## config.mk

```make
export PLATFORM = sky130hd
export DESIGN_NAME = ov5640_reg_config
export DESIGN_NICKNAME = d
export VERILOG_FILES = /design/src/rtl/ov5640_reg_config.sv
export SDC_FILE = /design/constraint.sdc
export NUM_CORES = 1
export LEC_CHECK = 0
export ABC_AREA = 1
export CORE_MARGIN = 3
export CORE_UTILIZATION = 50
export DETAILED_ROUTE_END_ITERATION = 6
export PLACE_DENSITY = 0.85
export SYNTH_ARGS = -nofsm -noshare
export SYNTH_HDL_FRONTEND = slang
export SYNTH_SLANG_ARGS = --single-unit
```

## constraint.sdc

```tcl
create_clock -name clock_i2c -period 3.75 [get_ports clock_i2c]
set_input_delay 0.75 -clock clock_i2c [delete_from_list [all_inputs] [get_ports clock_i2c]]
set_output_delay 0.75 -clock clock_i2c [all_outputs]
set_load 0.005 [all_outputs]
```

## src/rtl/ov5640_reg_config.sv

```systemverilog
// OV5640 register-table sequencer.
// Walks an external register ROM after power-up and issues one 32-bit write per
// entry {DEV_ADDR, reg_addr[15:0], reg_data[7:0]} to the i2c_com engine through
// its start/tr_end/ack handshake. Entries whose reg_addr is 16'hFFFF are delays
// of reg_data*DELAY_UNIT cycles. A NACK or a transfer timeout flags cfg_err.
// Optional feature macro: OV5640_CFG_RETRY_EN (retry a failing entry up to 3 times).
`timescale 1ns/1ps
module ov5640_reg_config #(
  parameter logic [7:0] DEV_ADDR     = 8'h78,
  parameter int         LUT_SIZE     = 256,
  parameter int         PWR_WAIT     = 1024,
  parameter int         GAP_CYCLES   = 2,
  parameter int         XFER_TIMEOUT = 60,
  parameter int         DELAY_UNIT   = 20
) (
  input  logic        clock_i2c,
  input  logic        camera_rst,
  input  logic        cfg_restart,
  output logic [7:0]  lut_index,
  input  logic [23:0] lut_data,
  output logic        start,
  output logic [31:0] i2c_data,
  input  logic        tr_end,
  input  logic        ack,
  output logic        cfg_busy,
  output logic        cfg_done,
  output logic        cfg_err
);

  typedef enum logic [3:0] {
    S_PWR, S_FETCH, S_LOAD, S_DLY, S_XFER, S_CHECK, S_NEXT, S_GAP, S_DONE
  } state_t;

  state_t      state, state_nxt;
  logic [31:0] timer, timer_nxt;       // shared cycle counter, zeroed on every state change
  logic [31:0] dly_len, dly_len_nxt;   // length of the current delay entry in cycles
  logic [7:0]  index_nxt;
  logic        start_nxt;
  logic [31:0] data_nxt;
  logic        err_nxt;
  logic        fail, fail_nxt;         // last transfer NACKed or timed out
  logic        gap_load, gap_load_nxt; // after GAP: 1 = re-issue same entry, 0 = fetch next
`ifdef OV5640_CFG_RETRY_EN
  logic [1:0]  retry_cnt, retry_nxt;
`endif

  // Next-state, counter and output decode
  always_comb begin
    state_nxt    = state;
    timer_nxt    = '0;
    dly_len_nxt  = dly_len;
    index_nxt    = lut_index;
    start_nxt    = start;
    data_nxt     = i2c_data;
    err_nxt      = cfg_err;
    fail_nxt     = fail;
    gap_load_nxt = gap_load;
`ifdef OV5640_CFG_RETRY_EN
    retry_nxt    = retry_cnt;
`endif
    case (state)
      S_PWR: begin
        if (timer == 32'(PWR_WAIT - 1)) state_nxt = S_FETCH;
        else                            timer_nxt = timer + 32'd1;
      end
      S_FETCH: begin
        // FETCH is only entered for a new index, so the retry budget restarts here
`ifdef OV5640_CFG_RETRY_EN
        retry_nxt = 2'd0;
`endif
        state_nxt = S_LOAD;
      end
      S_LOAD: begin
        if (lut_data[23:8] == 16'hFFFF) begin
          dly_len_nxt = 32'(lut_data[7:0]) * 32'(DELAY_UNIT);
          state_nxt   = (lut_data[7:0] == 8'd0) ? S_NEXT : S_DLY;
        end else begin
          data_nxt  = {DEV_ADDR, lut_data};
          start_nxt = 1'b1;
          state_nxt = S_XFER;
        end
      end
      S_DLY: begin
        if (timer == dly_len - 32'd1) state_nxt = S_NEXT;
        else                          timer_nxt = timer + 32'd1;
      end
      S_XFER: begin
        // start is dropped on leaving XFER so it is already low during CHECK
        if (tr_end) begin
          fail_nxt  = ack;
          start_nxt = 1'b0;
          state_nxt = S_CHECK;
        end else if (timer == 32'(XFER_TIMEOUT - 1)) begin
          fail_nxt  = 1'b1;
          start_nxt = 1'b0;
          state_nxt = S_CHECK;
        end else begin
          timer_nxt = timer + 32'd1;
        end
      end
      S_CHECK: begin
        if (!fail) begin
          state_nxt = S_NEXT;
        end else begin
`ifdef OV5640_CFG_RETRY_EN
          if (retry_cnt == 2'd3) begin
            err_nxt   = 1'b1;
            state_nxt = S_NEXT;
          end else begin
            retry_nxt    = retry_cnt + 2'd1;
            gap_load_nxt = 1'b1;
            state_nxt    = S_GAP;
          end
`else
          err_nxt   = 1'b1;
          state_nxt = S_NEXT;
`endif
        end
      end
      S_NEXT: begin
        gap_load_nxt = 1'b0;
        if (lut_index == 8'(LUT_SIZE - 1)) begin
          state_nxt = S_DONE;
        end else begin
          index_nxt = lut_index + 8'd1;
          state_nxt = S_GAP;
        end
      end
      S_GAP: begin
        if (timer == 32'(GAP_CYCLES - 1)) state_nxt = gap_load ? S_LOAD : S_FETCH;
        else                              timer_nxt = timer + 32'd1;
      end
      S_DONE: begin
        if (cfg_restart) begin
          err_nxt   = 1'b0;
          index_nxt = 8'd0;
          state_nxt = S_FETCH;
        end
      end
      default: state_nxt = S_PWR;
    endcase
  end

  // State and registered outputs; busy/done follow the state being entered
  always_ff @(posedge clock_i2c) begin
    if (camera_rst) begin
      state     <= S_PWR;
      timer     <= '0;
      dly_len   <= '0;
      lut_index <= '0;
      start     <= 1'b0;
      i2c_data  <= '0;
      cfg_busy  <= 1'b0;
      cfg_done  <= 1'b0;
      cfg_err   <= 1'b0;
      fail      <= 1'b0;
      gap_load  <= 1'b0;
`ifdef OV5640_CFG_RETRY_EN
      retry_cnt <= 2'd0;
`endif
    end else begin
      state     <= state_nxt;
      timer     <= timer_nxt;
      dly_len   <= dly_len_nxt;
      lut_index <= index_nxt;
      start     <= start_nxt;
      i2c_data  <= data_nxt;
      cfg_busy  <= (state_nxt != S_DONE);
      cfg_done  <= (state_nxt == S_DONE);
      cfg_err   <= err_nxt;
      fail      <= fail_nxt;
      gap_load  <= gap_load_nxt;
`ifdef OV5640_CFG_RETRY_EN
      retry_cnt <= retry_nxt;
`endif
    end
  end

endmodule

```

==> results.md <==
* Slew @ Worst Pin at 0.739 ns
* Status: complete, no violations
* Final antenna-violating net count at 0
* Setup TNS at 0 ns
* Min-Delay Path Class: flop to flop
* Largest net degree at the start of global routing at 29
* Layout Skew at 0.0196 ns
* Maximum vdd drop at 181 uV
* F_max at 359 MHz
* Worst-case reg-to-reg path depth at 12
* Max Cap Viol at 0
* Area post-placement at 5640 um^2
* Vias in the first global route at 4334
* DR vias at 4534
* Crit path time final at 2.79 ns
* End of the critical path: dly_len[11]
* Design Area, Final at 5820 um^2
* Fin cells at 878
* Drt first pass iters at 5
* CTS Hold Bufs at 0
* Placed Instances at 862
* Worst r2r dst: timer[5]
* Die span in y at 105 um
* Final total power at 1.65 mW
* Rel. slew slack at 50.7%
* Final wirelength at 11600 um
* Clk_lat worst skew at 0.37 ns
* CTS tree: yes
* Worst-path clk slew at 0.10 ns
* Worst Setup End Kind: flop
* Reg2reg setup slack at 1.42 ns
* GRT overflow at 0
* Final-report max-slew violation count at 0
* Drt wl/cell at 13.2 um
* Reg2reg start: timer[0]
* Post-synthesis sequential area ratio at 34.5%
* Final hold violation count at 0
* Final Cycle Share at 74.3%
* Startpoint types: input pin
* Number of library cell types mapped by synthesis at 42
* Share of post-route cells with drive strength above 1 at 8.14%
* Via density at 5.16
* Fillers at 833
* Syn avg cell area at 7.20 um^2
* Clk sinks at 85
* I/O pin count at 73
* Layout Nets at 790
* Unrepaired setup endpoints after global routing: false
* Initial antenna violation count at 0
* Data arrival, critical path at 3.02 ns
* Initial drt markers at 176
* GRT Total Usage at 21.3%
* Starting Density at 52.4%
* First-pass GRT wire length at 19600 um
* Htree depth at 3
* Residual DRC at 0
* Mapped Cells at 685
* PD cells at 284 nW/um^2
* Die area at 11100 um^2
* LEAKAGE at 2.37 nW
* Ys Warns at 0
* Yosys reg bits at 85
* Finish-stage setup viols at 0
* GPL Wtd Cong at 0.897
* Diode count at 0
* Worst EP required at 3.98 ns
* Die Span X at 105 um
* Root Buffer: clkbuf_8
* Std-Cell Rows at 35
* CTS Buf Count at 9
* Area grow syn2layout at 17.9%
* Mapped Area at 4930 um^2
* Port buffer count at 68
* Final HPWL DP at 9000 um
* Worst setup path category: input pin to flop
* CP max FO at 4
* Max Root-Sink Buffers at 2
* Post-CTS Setup Bufs at 0
* Core area at 9420 um^2
* Worst setup path startpoint: lut_data[3]
* Cells resized by post-CTS repair at 0
* Final core occ at 61.8%
==> registers in the layout, summed over array words and instances (netlist names) <==
| signal | cells |
|---|---|
| timer | 32 |
| i2c_data | 25 |
| dly_len | 11 |
| lut_index | 8 |
| state | 4 |
| cfg_busy | 1 |
| cfg_done | 1 |
| cfg_err | 1 |
| fail | 1 |
| start | 1 |
==> area by class of cell <==
| class | count | area (um^2) | area share [%] |
|---|---|---|---|
| sequential | 85 | 1700 | 29.3 |
| inverter | 62 | 233 | 4.00 |
| timing repair buffer | 70 | 696 | 12.0 |
| tap | 129 | 161 | 2.77 |
| clock inverter | 7 | 56.3 | 0.968 |
| clock buffer | 9 | 124 | 2.13 |
| multi-input combinational | 516 | 2850 | 48.9 |
==> metrics by stage <==
step | setup WS (ns) | hold WS [ns]
finish | 0.965 | 0.495
global route | 0.843 | 0.505
CTS | 1.00 | 0.495
detailed placement | 0.620 | 0.480
global placement | 0.762 | 0.466
floorplan | 1.36 | 0.444
==> worst max-delay path, cell delays in order <==
cell	delay, ns
clkdlybuf4s50_1	0.53
ha_1	0.25
ha_1	0.23
fa_1	0.42
nand3_1	0.12
nand2_1	0.09
nand2_1	0.07
nand2_1	0.05
a21oi_1	0.19
nor3_1	0.09
a21oi_1	0.15
a21oi_1	0.08
==> cells by family (layout without fill, tap and decap cells) <==
group | Yosys count | in the layout | share of synthesized area, %
flops | 85 | 85 | 34.5
simple gates | 377 | 377 | 37.3
xor+xnor | 42 | 42 | 7.46
fa+ha+maj | 17 | 17 | 4.46
buf+inv | 87 | 148 | 8.04
other cells | 1 | 4 | 0.0760
compound gates | 76 | 76 | 8.14
==> per-layer routing <==
| layer | wire (um) | global-route usage (%) | up-vias |
|---|---|---|---|
| met4 | 169 | 4.78 | 0 |
| met5 | 0 | 0 | - |
| met1 | 4940 | 24.4 | 2093 |
| met2 | 5680 | 37.7 | 115 |
| li1 | - | - | 2302 |
| met3 | 780 | 7.59 | 24 |
==> how the worst min path moves through the flow <==
stage               slack (ns)       start          to  cells past startpoint
floorplan                 0.44    timer[0]    timer[0]                      1
global placement          0.47    timer[0]    timer[0]                      1
detailed placement        0.48     cfg_err     cfg_err                      2
CTS                       0.49     cfg_err     cfg_err                      2
global route              0.50  dly_len[3]  dly_len[3]                      2
finish                    0.49     cfg_err     cfg_err                      2
==> placed cells by master (no fill, tap or decap), types with 4 or more instances in the layout <==
master	synthesis	final
a21oi_1	28	28
clkdlybuf4s50_1	0	68
nand4_1	10	10
dfxtp_1	85	85
nor2_4	22	22
xnor2_1	15	15
nor4_1	6	6
conb_1	1	4
clkbuf_8	0	9
xor2_1	27	27
ha_1	16	16
o21ai_0	39	39
nand3_1	43	43
inv_1	61	61
nor2_2	5	5
nor3_1	19	19
nor2_1	134	134
nand2_1	119	119
==> cells in the mapped netlist, drive strengths merged <==
library cell	number	share of area, %
a21oi	28	2.8
nor3b	2	0.30
and2	1	0.13
clkbuf	12	0.94
a211oi	1	0.15
buf	13	2.4
xor2	27	4.8
fa	1	0.41
nand3	45	5.1
o21a	1	0.15
xnor2	15	2.7
nor4	7	1.2
inv	62	4.7
nor2	162	16
nand4	10	1.3
conb	1	0.076
o211ai	2	0.30
a31oi	2	0.25
nand2	124	10
o21ai	40	4.1
dfxtp	85	35
a22oi	1	0.15
o21bai	1	0.15
nor3	20	2.1
ha	16	4.1
and3	1	0.15
or2	5	0.63
==> report_power, final <==
group | internal, mW | switching (mW)
registers | 0.905 | 0.00459
logic | 0.0578 | 0.0687
clock network | 0.248 | 0.367
Note: power is estimated with default switching activity, not from simulation.
